File: src/rtl/key_pkg.sv
// rtl/key_pkg.sv - shared types, width helpers and defaults for the key conditioner
package key_pkg;

  typedef enum logic [1:0] {
    IDLE,
    HELD,
    LONG
  } hold_state_t;

  localparam int DEF_N_KEYS       = 4;
  localparam int DEF_CNT_MAX      = 20'hF_FFFF;
  localparam int DEF_ACTIVE_LOW   = 0;
  localparam int DEF_TICK_DIV     = 100_000;
  localparam int DEF_LONG_TICKS   = 1000;
  localparam int DEF_REPEAT_TICKS = 200;
  localparam int DEF_REPEAT_EN    = 1;

  // Bits needed to hold values 0..max_val, never less than one.
  function automatic int cnt_width(input int max_val);
    return (max_val < 1) ? 1 : $clog2(max_val + 1);
  endfunction

  function automatic int hold_width(input int a, input int b);
    return cnt_width((a > b) ? a : b);
  endfunction

endpackage

File: src/rtl/key_debounce_ch.sv
// rtl/key_debounce_ch.sv - one key channel: synchroniser, debounce counter, edges and hold FSM
module key_debounce_ch
  import key_pkg::*;
#(
  parameter int CNT_MAX      = DEF_CNT_MAX,
  parameter int ACTIVE_LOW   = DEF_ACTIVE_LOW,
  parameter int LONG_TICKS   = DEF_LONG_TICKS,
  parameter int REPEAT_TICKS = DEF_REPEAT_TICKS,
  parameter int REPEAT_EN    = DEF_REPEAT_EN
) (
  input  logic sys_clk,
  input  logic sys_rst,
  input  logic key_raw,
  input  logic tick,
  output logic key_level,
  output logic key_posedge,
  output logic key_negedge,
  output logic key_long,
  output logic key_repeat
);

  localparam int   CW  = cnt_width(CNT_MAX);
  localparam int   HW  = hold_width(LONG_TICKS, REPEAT_TICKS);
  localparam logic INV = (ACTIVE_LOW != 0);
  localparam logic RPT = (REPEAT_EN != 0);

  logic          p;
  logic          s1;
  logic          s2;
  logic [CW-1:0] cnt;
  logic [HW-1:0] hold_cnt;
  hold_state_t   state;
  logic          upd;
  logic          press_upd;
  logic          release_upd;

  assign p = key_raw ^ INV;

  always_comb begin
    upd         = (cnt == CW'(CNT_MAX)) && (s2 != key_level);
    press_upd   = upd && s2;
    release_upd = upd && !s2;
  end

  always_ff @(posedge sys_clk) begin
    if (sys_rst) begin
      s1          <= 1'b0;
      s2          <= 1'b0;
      cnt         <= '0;
      key_level   <= 1'b0;
      key_posedge <= 1'b0;
      key_negedge <= 1'b0;
      key_long    <= 1'b0;
      key_repeat  <= 1'b0;
      hold_cnt    <= '0;
      state       <= IDLE;
    end else begin
      s1 <= p;
      s2 <= s1;
      if (s1 != s2) begin
        cnt <= '0;
      end else if (cnt != CW'(CNT_MAX)) begin
        cnt <= cnt + 1'b1;
      end

      key_posedge <= press_upd;
      key_negedge <= release_upd;
      if (upd) begin
        key_level <= s2;
      end

      key_long   <= 1'b0;
      key_repeat <= 1'b0;
      // Release is checked before tick so a coinciding tick never pulses.
      case (state)
        IDLE: begin
          if (press_upd) begin
            state    <= HELD;
            hold_cnt <= '0;
          end
        end
        HELD: begin
          if (release_upd) begin
            state    <= IDLE;
            hold_cnt <= '0;
          end else if (tick) begin
            if (hold_cnt == HW'(LONG_TICKS - 1)) begin
              key_long <= 1'b1;
              hold_cnt <= '0;
              state    <= LONG;
            end else begin
              hold_cnt <= hold_cnt + 1'b1;
            end
          end
        end
        LONG: begin
          if (release_upd) begin
            state    <= IDLE;
            hold_cnt <= '0;
          end else if (tick) begin
            if (hold_cnt == HW'(REPEAT_TICKS - 1)) begin
              key_repeat <= RPT;
              hold_cnt   <= '0;
            end else begin
              hold_cnt <= hold_cnt + 1'b1;
            end
          end
        end
        default: begin
          state    <= IDLE;
          hold_cnt <= '0;
        end
      endcase
    end
  end

endmodule

File: src/rtl/key_debounce_bank.sv
// rtl/key_debounce_bank.sv - multi-channel key conditioner with a shared hold-tick prescaler
module key_debounce_bank
  import key_pkg::*;
#(
  parameter int N_KEYS       = DEF_N_KEYS,
  parameter int CNT_MAX      = DEF_CNT_MAX,
  parameter int ACTIVE_LOW   = DEF_ACTIVE_LOW,
  parameter int TICK_DIV     = DEF_TICK_DIV,
  parameter int LONG_TICKS   = DEF_LONG_TICKS,
  parameter int REPEAT_TICKS = DEF_REPEAT_TICKS,
  parameter int REPEAT_EN    = DEF_REPEAT_EN
) (
  input  logic              sys_clk,
  input  logic              sys_rst,
  input  logic [N_KEYS-1:0] key_in,
  output logic [N_KEYS-1:0] key_level,
  output logic [N_KEYS-1:0] key_posedge,
  output logic [N_KEYS-1:0] key_negedge,
  output logic [N_KEYS-1:0] key_long,
  output logic [N_KEYS-1:0] key_repeat
);

  localparam int PW = cnt_width(TICK_DIV - 1);

  logic [PW-1:0] pre;
  logic          tick;

  assign tick = (pre == PW'(TICK_DIV - 1));

  always_ff @(posedge sys_clk) begin
    if (sys_rst) begin
      pre <= '0;
    end else if (tick) begin
      pre <= '0;
    end else begin
      pre <= pre + 1'b1;
    end
  end

  for (genvar i = 0; i < N_KEYS; i++) begin : g_ch
    key_debounce_ch #(
      .CNT_MAX     (CNT_MAX),
      .ACTIVE_LOW  (ACTIVE_LOW),
      .LONG_TICKS  (LONG_TICKS),
      .REPEAT_TICKS(REPEAT_TICKS),
      .REPEAT_EN   (REPEAT_EN)
    ) u_ch (
      .sys_clk    (sys_clk),
      .sys_rst    (sys_rst),
      .key_raw    (key_in[i]),
      .tick       (tick),
      .key_level  (key_level[i]),
      .key_posedge(key_posedge[i]),
      .key_negedge(key_negedge[i]),
      .key_long   (key_long[i]),
      .key_repeat (key_repeat[i])
    );
  end

endmodule
File: config.mk
export PLATFORM = sky130hd
export DESIGN_NAME = key_debounce_bank
export DESIGN_NICKNAME = d
export VERILOG_FILES = /design/src/rtl/key_pkg.sv /design/src/rtl/key_debounce_ch.sv /design/src/rtl/key_debounce_bank.sv
export SDC_FILE = /design/constraint.sdc
export NUM_CORES = 1
export LEC_CHECK = 0
export CAP_MARGIN = 20
export CORE_AREA = 3 3 104 205
export DETAILED_ROUTE_END_ITERATION = 10
export DIE_AREA = 0 0 107 208
export PLACE_DENSITY = 0.56
export SYNTH_ARGS = -nofsm -noshare
export SYNTH_HDL_FRONTEND = slang
export SYNTH_SLANG_ARGS = --single-unit
File: constraint.sdc
create_clock -name sys_clk -period 3.4 [get_ports sys_clk]
set_input_delay 0.85 -clock sys_clk [delete_from_list [all_inputs] [get_ports sys_clk]]
set_output_delay 0.85 -clock sys_clk [all_outputs]
set_load 0.05 [all_outputs]
[Word level (Yosys, flattened, before mapping)]
Cells that the tools add are included.
Storage, ports and cells
  word-level logic and storage cells: 217
  register bits: 173
  input port bits: 6
Cells by class
  equality and inequality tests: 53
  bitwise operators: 9
  mux-type cells: 64
  add/subtract/negate cells: 9
  reductions and logical operators: 41
Operators by type and width (number)
  two-way mux 10 bit: 28
  case mux 10 bit (3 select lines): 4
  adder 20 x 1 -> 20 bit, second input constant: 4
  equality test 20 bit, second input constant: 4
  inequality test 20 bit, second input constant: 4
  adder 10 x 1 -> 10 bit, second input constant: 4
  equality test 10 bit, second input constant: 4
  equality test 10 x 8 -> 1 bit, second input constant: 4
  two-way mux 2 bit: 20
  OR reduction 4 bit: 8
  case mux 2 bit (3 select lines): 4
  inequality test 3 x 1 -> 1 bit, second input constant: 6
  inequality test 3 x 2 -> 1 bit, second input constant: 6
  adder 17 x 1 -> 17 bit, second input constant: 1
  equality test 17 bit, second input constant: 1
  inequality test 2 x 1 -> 1 bit, second input constant: 8
  AND reduction 4 bit: 4
  logical AND 1 bit: 12
  AND reduction 3 bit: 4
  OR reduction 2 bit: 5
  inverter 1 bit: 9
  equality test 2 x 1 -> 1 bit, second input constant: 4
  equality test 2 bit, second input constant: 4
  logical NOT 2 bit: 4
  other kinds (3): 20

[Logic depth before layout (Yosys ltp)]
  depth after elaboration: 5
  depth in mapped cells: 9
  gate-level depth less buffers: 8

[Modules after synthesis]
From an unflattened synthesis, not the netlist that was laid out.
Second synthesis, totals
  cells, all modules: 998
  area total of the unflattened synthesis: 8876.0 sq um
Modules (own cells, without submodules)
  key_debounce_ch at g_ch[0].u_ch ...: cells each 233, seq. area each 780.7 sq um, area each 2049.5 sq um, instances 3
  key_debounce_ch at g_ch[3].u_ch: cells each 211, seq. area each 780.7 sq um, area each 1930.6 sq um, instances 1
  key_debounce_bank: cells each 88, seq. area each 340.3 sq um, area each 797.0 sq um, instances 1

[Least setup slack after synthesis]
No wires, ideal clock.
  path type: flip-flop to flip-flop
  start point: register pre[6]
  end point: register g_ch[0].u_ch.hold_cnt[1]
  clock period less this slack: 2653 ps
  cell stages (with the launch flop): 8
  path slack: 747 ps
  data arrival time: 2583 ps
  library setup time: 70 ps
  path through: dfxtp_1 or4b_4 or4_1 buf_4 a2111oi_4 o22ai_1 or4_1 a21oi_1
Between the ends
  word-level cells in the longest chain between the ends: 3
Ends and longest elaborated chain
  from (decl): line key_debounce_bank.sv:25  | logic [PW-1:0] pre;
  from (signal assigned): line key_debounce_bank.sv:36  | pre <= pre + 1'b1;
  equality test 17 bit *: line key_debounce_bank.sv:28  | assign tick = (pre == PW'(TICK_DIV - 1));
  inequality test 3 x 1 -> 1 bit (no source line)
  AND reduction 3 bit (no source line) *
  to (signal assigned): line key_debounce_ch.sv:92  | hold_cnt <= hold_cnt + 1'b1;
  to (signal assigned): line key_debounce_ch.sv:105  | hold_cnt <= hold_cnt + 1'b1;
  to (decl): line key_debounce_ch.sv:31  | logic [HW-1:0] hold_cnt;
Every way passes the cells marked *; elsewhere a longest branch is shown, timed or not.
A chain may end at the register's enable or synchronous reset.

[Worst setup path after layout]
  start point: register pre[6]
  end point: register g_ch[3].u_ch.hold_cnt[5]
Between the ends
  word-level cells in the longest chain between the ends: 3
Ends and longest elaborated chain (line)
  equality test 17 bit *: key_debounce_bank.sv:28
  inequality test 3 x 2 -> 1 bit (no source line)
  AND reduction 3 bit (no source line) *
  to (signal assigned): key_debounce_ch.sv:92
  to (signal assigned): key_debounce_ch.sv:105
  to (decl): key_debounce_ch.sv:31
Marks and branches as above.

==> run_results.csv <==
group,metric,value,unit
placed_design,io_buffers,25,
grt,grt-ovfl-total,0,
power,pwr-share-seq,0.493,
power,switching_share,0.222,
power,power.switching,929,uW
synth,syn_nets,1034,
routing,wirelength,18.9,mm
timing,hold_viol,0,
synth,ys_seq_elements,173,
layout,seqCellArea,0.00346,mm2
routing,drc_errors,0,
timing,tns,0,ns
timing,period_minus_slack,2.84,ns
routing,first_pass_iters,4,
die,rows,73,
grt,grt_use_total,0.179,
clock_network,cts_tree,"done",
power,intPower,3260,uW
worst_hold_path,whs_path_depth,1,
die,die-area,0.0223,mm2
placed_design,dpl.hpwl,13.5,mm
layout,diodes,0,
setup_path,path_max_fanout,9,
setup_path,r2r_start,"pre[6]$_SDFF_PP0_",
setup_path,crit_path_max_incr_delay,0.69,ns
setup_path,crit_arrival,3.22,ns
clock_network,clk_pin_slew,0.06,ns
clock_network,cts_buffer_depth,2,
clock_network,cts_resized,0,
die,io_pins,26,
die,start_util,0.422,
clock_network,root_buffer,"clkbuf_16",
synth,ys_async_sr_fraction,0,
synth,postSynthAreaPerCell,8.38,um2
clock_network,h-tree-depth,4,
die,die_y,208,um
power,vdd_ir_drop_max,304,uV
layout,n_fill_cell,1957,
power,combPwrFrac,0.035,
clock_network,cts_made_buffers,17,
clock_network,hold_buffers,0,
routing,drt-initial-drc-count,323,
synth,synth.distinct_cells,59,
clock_network,postCtsSetupRepairBufs,0,
placed_design,gp_congestion,0.797,
synth,synth_area_leaders,"dfxtp_1 (41%), nor2_1 (5.3%), nand3_1 (4.2%)",
timing,setup_viol,0,
synth,synth_seq_area_share,0.411,
grt,grt_pass1_vias,6940,
die,coreArea,0.0200,mm2
synth,syn_inst,1007,
layout,layout-drive-gt1-share,0.0635,
die,dieWidth,107,um
worst_hold_path,hp-class,"flip-flop to flip-flop",
timing,tightestPinTransition,0.892,ns
timing,fin_crit_sh,0.836,
run_status,status,"complete, no violations",
synth,ys_warn_count,0,
timing,slew_headroom,0.403,
layout,final_cell_mix,"dfxtp_1 (173), nor2_1 (120), nand2_1 (78)",
clock_network,insertion_delay,0.44,ns
setup_path,slowest_stage,"or4b_1",
setup_path,r2r_slack,0.56,ns
synth,synth_edf_count,0,
routing,vias,7056,
setup_path,worstSetupEndpointType,"flip-flop",
routing,wl_per_cell,14.7,um
synth,netlist_area,0.00843,mm2
routing,ant_nets,0,
setup_path,critical_path_class,"flip-flop to flip-flop",
layout,area_growth,12.0,%
setup_path,r2r_cells,5,
synth,ys.flop_type,"dfxtp_1",
setup_path,path_cells,"or4b_4 -> o41a_1 -> or4b_1 -> or4_1 -> a21oi_1",
layout,final_common_cell,"dfxtp_1",
timing,fmax,352,MHz
power,p_leak,0.00315,uW
timing,hold_slack,0.468,ns
grt,grt_pass1_wl,32.5,mm
grt,antenna_found_initial,0,
layout,multiInputGateArea,0.00460,mm2
setup_path,r2r-end,"g_ch[3].u_ch.hold_cnt[5]$_SDFFE_PP0P_",
synth,netlist.area_leader.share,0.411,
worst_hold_path,worstHoldEndpoint,"pre[0]$_SDFF_PP0_",
layout,final_nets,1038,
clock_network,cts.sinks,173,
grt,grt_max_degree,42,
timing,slew_violations,0,
timing,rsz0062_at_grt,"false",
power,p_per_area,444,mW/mm2
job,drv_cap,0,
timing,fin_skew,0.00938,ns
routing,avgViaCountPerCell,5.49,
worst_hold_path,min-delay-start,"pre[0]$_SDFF_PP0_",
setup_path,cp-start-kind,"flip-flop",
synth,yosysTopAreaCell,"dfxtp_1",
setup_path,crit_required,3.77,ns
power,clkPwrFrac,0.472,
synthesized netlist by cell type (all sizes together) (2+ instances only):
cell type  instances
a211oi             6
a21boi             2
a21o               2
a21oi             45
a31oi             19
a32o              15
and2               5
and3              29
and4              15
and4b              3
buf               23
clkbuf            33
dfxtp            173
ha                21
inv               22
mux2i              6
nand2             78
nand2b            11
nand3             70
nand3b             2
nand4             26
nand4b             4
nor2             120
nor2b             13
nor3              46
nor3b             18
nor4              18
nor4b              3
o211ai             5
o21a               2
o21ai             37
o31ai              3
o41a               2
o41ai              3
or2               10
or3               16
or3b               4
or4               10
or4b               3
or4bb              2
xnor2             39
xor2              32
layout make-up:
cell class	instances	area share
multi-input combinational	756	0.487
sequential	173	0.367
clock buffer	19	0.0469
timing repair buffer	41	0.0400
tap	262	0.0347
clock inverter	12	0.0154
inverter	22	0.00875
worst max path at each step:
stage / end / start
finish: g_ch[3].u_ch.hold_cnt[5]$_SDFFE_PP0P_ / pre[6]$_SDFF_PP0_
global route: g_ch[2].u_ch.hold_cnt[9]$_SDFFE_PP0P_ / g_ch[2].u_ch.cnt[0]$_SDFFE_PP0P_
CTS: g_ch[3].u_ch.hold_cnt[5]$_SDFFE_PP0P_ / pre[6]$_SDFF_PP0_
detailed placement: g_ch[1].u_ch.hold_cnt[2]$_SDFFE_PP0P_ / pre[6]$_SDFF_PP0_
global placement: g_ch[3].u_ch.hold_cnt[5]$_SDFFE_PP0P_ / pre[6]$_SDFF_PP0_
floorplan: g_ch[0].u_ch.hold_cnt[1]$_SDFFE_PP0P_ / pre[6]$_SDFF_PP0_
layer usage:
layer | wire [um] | vias to the layer above | track usage
li1 | - | 3602 | -
met3 | 458 | 25 | 0.0428
met5 | 0 | - | 0
met2 | 10200 | 74 | 0.329
met4 | 384 | 0 | 0.0684
met1 | 7890 | 3355 | 0.194
cells by family after synthesis:
kind of cell	Yosys count	synth area share
compound gates	151	0.116
simple gates	507	0.317
xor+xnor	71	0.0737
mux	6	0.00712
flops	173	0.411
fa+ha+maj	21	0.0312
buf+inv	78	0.0442
per-stage QoR:
stage / instances / power [uW] / setup WS [ns] / utilization / area [um2]
after floorplan: 1007 / 2210 / 0.747 / - / 8430
after global placement: 1254 / 2260 / 0.591 / 0.443 / 8850
after detailed placement: 1254 / 2260 / 0.568 / 0.443 / 8850
after CTS: 1285 / 4260 / 0.559 / 0.472 / 9440
after global routing: 1285 / 4360 / 0.323 / 0.472 / 9440
final: 1285 / 4190 / 0.556 / 0.472 / 9440
state kept, by name, indices dropped and copies added, names as in the netlist:
register and count:
g_ch.u_ch.cnt 80, g_ch.u_ch.hold_cnt 40, g_ch.u_ch.key_level 4, g_ch.u_ch.key_long 4, g_ch.u_ch.key_negedge 4, g_ch.u_ch.key_posedge 4, g_ch.u_ch.key_repeat 4, g_ch.u_ch.s1 4
g_ch.u_ch.s2 4, g_ch.u_ch.state 8, pre 17
worst max-delay path: cells and delay by family (launching register included):
kind | cells | cell delay (ns)
AND/OR/NAND/NOR | 3 | 1.81
AO/OA/AOI/OAI | 2 | 0.63
flip-flops | 1 | 0.35
power by group through the flow:
stage / registers [uW] / clock network, uW / logic [uW]
finish: 2070 / 1980 / 147
global route: 2070 / 2120 / 170
CTS: 2060 / 2040 / 150
detailed placement: 2110 / 0 / 149
global placement: 2110 / 0 / 150
floorplan: 2110 / 0 / 108
Power figures use the tool's default switching activity.
